### src/rtl/div_unit.sv
// Iterative radix-2 restoring divider for RV32M DIV/DIVU/REM/REMU.
// One quotient bit per cycle; special cases bypass the iteration and finish in one cycle.
module div_unit #(
    parameter int unsigned Data_width = 32,
    parameter int unsigned Addr_width = 5
) (
    input  logic                  clk,
    input  logic                  rst_n,
    input  logic                  start,
    input  logic [1:0]            op,
    input  logic [Data_width-1:0] dividend,
    input  logic [Data_width-1:0] divisor,
    input  logic [Addr_width-1:0] rd_addr,
    input  logic                  flush,
    output logic                  busy,
    output logic                  done,
    output logic                  wb_we,
    output logic [Addr_width-1:0] wb_addr,
    output logic [Data_width-1:0] result
);

    localparam int unsigned CntW = $clog2(Data_width);
    localparam logic [Data_width-1:0] MinNeg = {1'b1, {(Data_width-1){1'b0}}};

    typedef enum logic [1:0] {StIdle, StCalc, StDone} state_e;

    state_e                state_q, state_d;
    logic [CntW-1:0]       cnt_q, cnt_d;
    logic [Data_width-1:0] rem_q, rem_d;
    logic [Data_width-1:0] quot_q, quot_d;
    logic [Data_width-1:0] dvs_q, dvs_d;
    logic                  neg_quot_q, neg_quot_d;
    logic                  neg_rem_q, neg_rem_d;
    logic                  is_rem_q, is_rem_d;
    logic [Addr_width-1:0] wb_addr_q, wb_addr_d;
    logic [Data_width-1:0] result_q, result_d;

    logic                  op_signed, a_neg, b_neg, div_zero, ovf, q_bit;
    logic [Data_width-1:0] a_abs, b_abs, quot_next, rem_next, q_fix, r_fix;
    logic [Data_width:0]   rem_shift, diff;

    always_comb begin
        op_signed = ~op[0];
        a_neg     = op_signed & dividend[Data_width-1];
        b_neg     = op_signed & divisor[Data_width-1];
        a_abs     = a_neg ? -dividend : dividend;
        b_abs     = b_neg ? -divisor : divisor;
        div_zero  = (divisor == '0);
        ovf       = op_signed && (dividend == MinNeg) && (divisor == '1);

        // Shift next dividend bit into the partial remainder, subtract if it fits.
        rem_shift = {rem_q, quot_q[Data_width-1]};
        diff      = rem_shift - {1'b0, dvs_q};
        q_bit     = ~diff[Data_width];
        rem_next  = q_bit ? diff[Data_width-1:0] : rem_shift[Data_width-1:0];
        quot_next = {quot_q[Data_width-2:0], q_bit};
        q_fix     = neg_quot_q ? -quot_next : quot_next;
        r_fix     = neg_rem_q ? -rem_next : rem_next;

        state_d    = state_q;
        cnt_d      = cnt_q;
        rem_d      = rem_q;
        quot_d     = quot_q;
        dvs_d      = dvs_q;
        neg_quot_d = neg_quot_q;
        neg_rem_d  = neg_rem_q;
        is_rem_d   = is_rem_q;
        wb_addr_d  = wb_addr_q;
        result_d   = result_q;

        unique case (state_q)
            StIdle: begin
                if (start && !flush) begin
                    wb_addr_d = rd_addr;
                    is_rem_d  = op[1];
                    cnt_d     = '0;
                    if (div_zero) begin
                        result_d = op[1] ? dividend : '1;
                        state_d  = StDone;
                    end else if (ovf) begin
                        result_d = op[1] ? '0 : MinNeg;
                        state_d  = StDone;
                    end else begin
                        rem_d      = '0;
                        quot_d     = a_abs;
                        dvs_d      = b_abs;
                        neg_quot_d = a_neg ^ b_neg;
                        neg_rem_d  = a_neg;
                        state_d    = StCalc;
                    end
                end
            end
            StCalc: begin
                if (flush) begin
                    state_d = StIdle;
                end else begin
                    rem_d  = rem_next;
                    quot_d = quot_next;
                    cnt_d  = cnt_q + CntW'(1);
                    if (cnt_q == CntW'(Data_width - 1)) begin
                        result_d = is_rem_q ? r_fix : q_fix;
                        cnt_d    = '0;
                        state_d  = StDone;
                    end
                end
            end
            StDone:  state_d = StIdle;
            default: state_d = StIdle;
        endcase
    end

    always_ff @(posedge clk) begin
        if (!rst_n) begin
            state_q    <= StIdle;
            cnt_q      <= '0;
            rem_q      <= '0;
            quot_q     <= '0;
            dvs_q      <= '0;
            neg_quot_q <= 1'b0;
            neg_rem_q  <= 1'b0;
            is_rem_q   <= 1'b0;
            wb_addr_q  <= '0;
            result_q   <= '0;
        end else begin
            state_q    <= state_d;
            cnt_q      <= cnt_d;
            rem_q      <= rem_d;
            quot_q     <= quot_d;
            dvs_q      <= dvs_d;
            neg_quot_q <= neg_quot_d;
            neg_rem_q  <= neg_rem_d;
            is_rem_q   <= is_rem_d;
            wb_addr_q  <= wb_addr_d;
            result_q   <= result_d;
        end
    end

    // A flush arriving in the DONE cycle must kill the write-back immediately.
    assign busy    = (state_q != StIdle);
    assign done    = (state_q == StDone) && !flush;
    assign wb_we   = done && (wb_addr_q != '0);
    assign wb_addr = wb_addr_q;
    assign result  = result_q;

endmodule

### config.mk
export PLATFORM = sky130hd
export DESIGN_NAME = div_unit
export DESIGN_NICKNAME = d
export VERILOG_FILES = /design/src/rtl/div_unit.sv
export SDC_FILE = /design/constraint.sdc
export NUM_CORES = 1
export LEC_CHECK = 0
export ABC_AREA = 1
export BUFFER_PORTS_ARGS = -buffer_cell sky130_fd_sc_hd__buf_4
export CAP_MARGIN = 20
export CORE_MARGIN = 8
export CORE_UTILIZATION = 50
export DETAILED_ROUTE_END_ITERATION = 10
export GPL_TIMING_DRIVEN = 0
export PLACE_DENSITY = 0.71
export SLEW_MARGIN = 20
export SYNTH_ARGS = -nofsm -noshare
export SYNTH_HDL_FRONTEND = slang
export SYNTH_SLANG_ARGS = --single-unit
### constraint.sdc
create_clock -name clk -period 11.2 [get_ports clk]
set_clock_uncertainty 0.05 [all_clocks]
set_input_delay 0 -clock clk [delete_from_list [all_inputs] [get_ports clk]]
set_output_delay 0 -clock clk [all_outputs]
set_load 0.005 [all_outputs]
== After elaboration in Yosys (flattened, before gate mapping) ==
Cells that the tools add are included.
Storage, ports and cells
  bits in registers: 143
  bits of input ports: 75
  logic and storage cells: 86
Cells by class
  $add $sub $neg: 6
  equal/unequal tests: 12
  mux-type cells: 34
  bitwise gates (word level): 7
  reduce and logical (&&, ||, !) cells: 17
Operators with widths (count)
  two-way mux 32 bit: 21
  one-hot mux 32 bit (2 select lines): 3
  negator 32 bit: 4
  == test 32 bit (second input constant): 2
  subtractor 33 x 32 -> 33 bit: 1
  logical NOT 32 bit: 1
  two-way mux 5 bit: 3
  two-way mux 2 bit: 5
  inequality test 2 bit (second input constant): 5
  one-hot mux 5 bit (2 select lines): 1
  AND reduction 5 bit: 2
  inequality test 3 bit (second input constant): 2
  adder 5 x 1 -> 5 bit (second input constant): 1
  == test 5 bit (second input constant): 1
  logical AND 1 bit: 5
  nonzero test 5 bit: 1
  NOT 1 bit: 4
  one-hot mux 2 bit (2 select lines): 1
  AND reduction 2 bit: 2
  AND reduction 4 bit: 1
  nonzero test 2 bit: 2
  AND reduction 3 bit: 1
  AND 1 bit: 2
  == test 2 x 1 -> 1 bit (second input constant): 1
  other kinds (4): 4

== Logic depth before layout (Yosys ltp) ==
  depth in word-level cells: 8
  depth in mapped cells: 35
  gate-level depth less buffers: 33

== Worst setup path after synthesis ==
Ideal clock, no wire load.
  path kind: flip-flop to flip-flop
  start point: register quot_q[31]
  end point: register result_q[30], in the netlist result[30]
  setup time: 66 ps
  arrival time: 4072 ps
  data required time: 11084 ps
  path slack: 7011 ps
  cell stages (with the launch flop): 35
  cells stage by stage: dfxtp_1 > inv_1 > ha_1 > inv_1 > fa_1 > nand2_1 > nand2_1 > nand3_1 > nand2_2 > nand2_1 > nand2_2 > nand2_4 > nand3_4 > nand2_4 > buf_12 > buf_6 > ha_1 > inv_1 > nor3_1 > inv_2 > nor3_2 > nand2_1 > nor3_2 > nand3_1 > o21ai_1 > o21ai_1 > nor2_2 > o21ai_0 > a21oi_1 > nor2_1 > nor2_1 > nand2_1 > nand2_1 > nand2_1 > a21oi_2
Between the ends
  longest elaborated chain between the ends: 8
RTL lines
  start: declaration: line 30  | logic [Data_width-1:0] quot_q, quot_d;
  start signal: assignment: line 128  | quot_q <= quot_d;
  subtractor 33 x 32 -> 33 bit: line 53  | diff = rem_shift - {1'b0, dvs_q};
  two-way mux 32 bit or NOT 1 bit (tied branches): line 55, 54
  negator 32 bit, on equally long branches: line 58, 57
  two-way mux 32 bit, on equally long branches: line 58, 57
  two-way mux 32 bit *: line 101  | result_d = is_rem_q ? r_fix : q_fix;
  two-way mux 32 bit *: line 100  | if (cnt_q == CntW'(Data_width - 1)) begin
  two-way mux 32 bit *: line 94  | if (flush) begin
  one-hot mux 32 bit (2 select lines) *: line 71  | unique case (state_q)
  end signal: assignment: line 134  | result_q <= result_d;
  end: declaration: line 36  | logic [Data_width-1:0] result_q, result_d;
Every way passes the cells marked *; elsewhere a longest branch is shown, timed or not. The select of a mux whose other input is x is not followed.
A chain may end at the register's enable or synchronous reset.

== Final worst setup path ==
Same ends and word-level chain as after synthesis.

==> impl_metrics.ini <==
[status]
status = completed

[finish]
drive_gt1_share_pct = 11.3
area.growth.synth_to_final_pct = 19.2
nets = 2478
layout_commonest_cell = nand2_1
multi_input_area_um2 = 8470
final_cell_mix = 604 x nand2_1, 260 x inv_1, 206 x a21oi_1, 203 x nor2_1, 169 x o21ai_0
seq_area_um2 = 2860
postLayoutCoreUtil_pct = 60.5
design_area_um2 = 15200
n_fill_cell = 2530
instances_no_fill = 2708

[placement]
place_ws_ns = 5.96
place_hpwl_um = 40900
placed_area_um2 = 14000
place_congestion = 1.00
portBuffers = 114
dp.cells = 2617

[global_routing]
grt_first_pass_wirelength_um = 78200
grt.overflow.total = 0
grt_pass1_vias = 14003
grtUsageTotal_pct = 32.3
antenna_found_initial = 1
grt_max_degree = 19

[routing]
wl_per_cell_um = 19.0
drt_iter0_drc = 2017
drt_wl_total_um = 51300
vias = 15503
first_pass_iters = 9
viasPerCell = 5.72
ant_nets = 0
drc_errors = 0

[worst_setup_path]
critPathMaxFanout = 10
reg2reg_from = quot_q[31]
worstReg2RegEnd = result[30]
path_common_cell = nand2_1
critPathCaptureType = register
crit_type = reg -> reg
cp_slowest_cell = fa_1
cpPeakStageDelay_ns = 0.41
worst_ep_arrival_time_ns = 5.77
reg2reg_depth = 34
reg2reg_slack_ns = 5.76
worstSetupStartpointType = register
required_ns = 11.52

[clocking]
clockBufferDepth = 2
clkTransAtPathRegs_ns = 0.08
clock_sinks = 143
cts-root-buf = clkbuf_16
cts_tree = done
cts_max_level = 4
cts_inserted_buffers = 17
clock_latency_ns = 0.44
cts_resized = 0

[power]
combPwrFrac_pct = 30.0
p_sw_mw = 0.643
powerDensity_nw_per_um2 = 108
p_seq_share_pct = 33.7
fin_total_pwr_mw = 1.64
switching_share_pct = 39.1
p_leak_nw = 7.20
p_clk_share_pct = 36.3
p_int_mw = 0.999
irDropWorstVdd_uv = 88.4

[floorplanning]
die_w_um = 176
io_pins = 115
core_area_um2 = 25100
initial_core_util_pct = 50.7
die_area_um2 = 30800
die_h_um = 176
rows = 58

[job]
cap_violations = 0

[synthesis]
synth_edf_count = 0
synth_area_per_cell_um2 = 5.86
yosys_most_used_dff = dfxtp_1
netlist.area_leader.share_pct = 22.5
netlist_area_um2 = 12700
async_reset_ff_share_pct = 0
synth_cell_types = 54
yosys_warnings = 0
ys_top_cells_by_area = dfxtp_1 22%, nand2_1 18%, a21oi_1 8.1%
yosysSeqAreaShare_pct = 22.5
synth_nets = 2288
syn_inst = 2173
yosys.area.top_type = dfxtp_1
ys_seq_elements = 143

[sta]
finalHoldViolCount = 0
min_period_over_period_pct = 48.6
period_needed_ns = 5.44
relSlewSlack_pct = 28.7
rsz0062_at_grt = no
worst_slew_pin_slew_ns = 1.07
whs_ns = 0.0128
slew_viol_final = 0
fin_tns_setup_ns = 0
max_freq_mhz = 184
setup_ws_ns = 5.76
setup_violations = 0

[min_path]
worstHoldPathCells = 5
hold_path.class = in -> reg
hold_path_end = dvs_q[9]
worstHoldStart = divisor[9]
==> worst max path at each step <==
stage               slack (ns)  depth (start not counted)        from    endpoint
CTS                       5.90                         34  quot_q[31]  result[30]
finish                    5.76                         34  quot_q[31]  result[30]
global placement          6.00                         34  quot_q[31]  result[30]
global route              5.27                         34  quot_q[31]  result[30]
detailed placement        5.96                         34  quot_q[31]  result[30]
floorplan                 7.01                         34  quot_q[31]  result[30]
==> flip-flops by register name, indices dropped and copies added, names as in the netlist <==
register	flops
neg_quot_q	1
wb_addr	5
neg_rem_q	1
rem_q	32
quot_q	32
is_rem_q	1
result	32
dvs_q	32
state_q	2
cnt_q	5
==> final cells by class <==
| cell class | count | area share [%] |
|---|---|---|
| multi-input cells | 1676 | 55.8 |
| flip-flops and latches | 143 | 18.8 |
| repair buffers | 171 | 9.39 |
| inverters | 272 | 6.72 |
| clock buffers | 17 | 2.80 |
| well taps | 330 | 2.72 |
| plain buffers | 82 | 2.52 |
| clock inverters | 15 | 1.19 |
| diodes | 2 | 0.0329 |
==> layer usage <==
| metal | routed length (µm) | GRT usage [%] | up-vias |
|---|---|---|---|
| met3 | 6400 | 8.76 | 78 |
| met5 | 13 | 0 | - |
| met1 | 22300 | 44.9 | 7094 |
| met4 | 885 | 7.63 | 2 |
| met2 | 21700 | 48.6 | 865 |
| li1 | - | - | 7464 |
==> cell families after synthesis <==
logic type               share of synthesized area, %
AO/OA/AOI/OAI                                    19.6
XOR/XNOR                                         3.78
buffers and inverters                            11.0
adder cells (fa/ha/maj)                          3.99
AND/OR/NAND/NOR                                  39.2
flip-flops                                       22.5
==> power groups by stage <==
stage | clock [mW] | sequential (mW) | combinational [mW]
5_1_grt | 0.613 | 0.556 | 0.537
3_3_place_gp | 0 | 0.563 | 0.453
2_1_floorplan | 0 | 0.557 | 0.307
3_5_place_dp | 0 | 0.564 | 0.457
4_1_cts | 0.594 | 0.552 | 0.475
6_report | 0.596 | 0.554 | 0.492
==> Yosys cell counts, types with 12 or more instances <==
| cell | instances |
|---|---|
| xor2_1 | 32 |
| nor2_2 | 13 |
| o21ai_1 | 18 |
| clkbuf_1 | 66 |
| nand2_2 | 29 |
| a31oi_1 | 15 |
| nor4_1 | 12 |
| nand2_4 | 14 |
| dfxtp_1 | 143 |
| o21ai_0 | 169 |
| inv_1 | 260 |
| nor3_1 | 33 |
| ha_1 | 39 |
| nor2_1 | 203 |
| nand3_1 | 140 |
| a21oi_1 | 206 |
| nand4_1 | 29 |
| xnor2_1 | 23 |
| a21oi_2 | 14 |
| nand2_1 | 604 |
==> critical path: cells and delay by family, from the launching register on <==
family	cells	cell delay, ns
flops	1	0.30
simple gates	20	2.63
fa+ha+maj	3	0.77
buf+inv	6	0.64
compound gates	5	0.95
==> timing repair <==
item                                    CTS  global route
hold buffers                             57             0
buffers inserted                          0             0
endpoints found under the setup margin    0             0
hold endpoints to repair                 59             0
No activity file was read; power rests on OpenSTA's default activity.
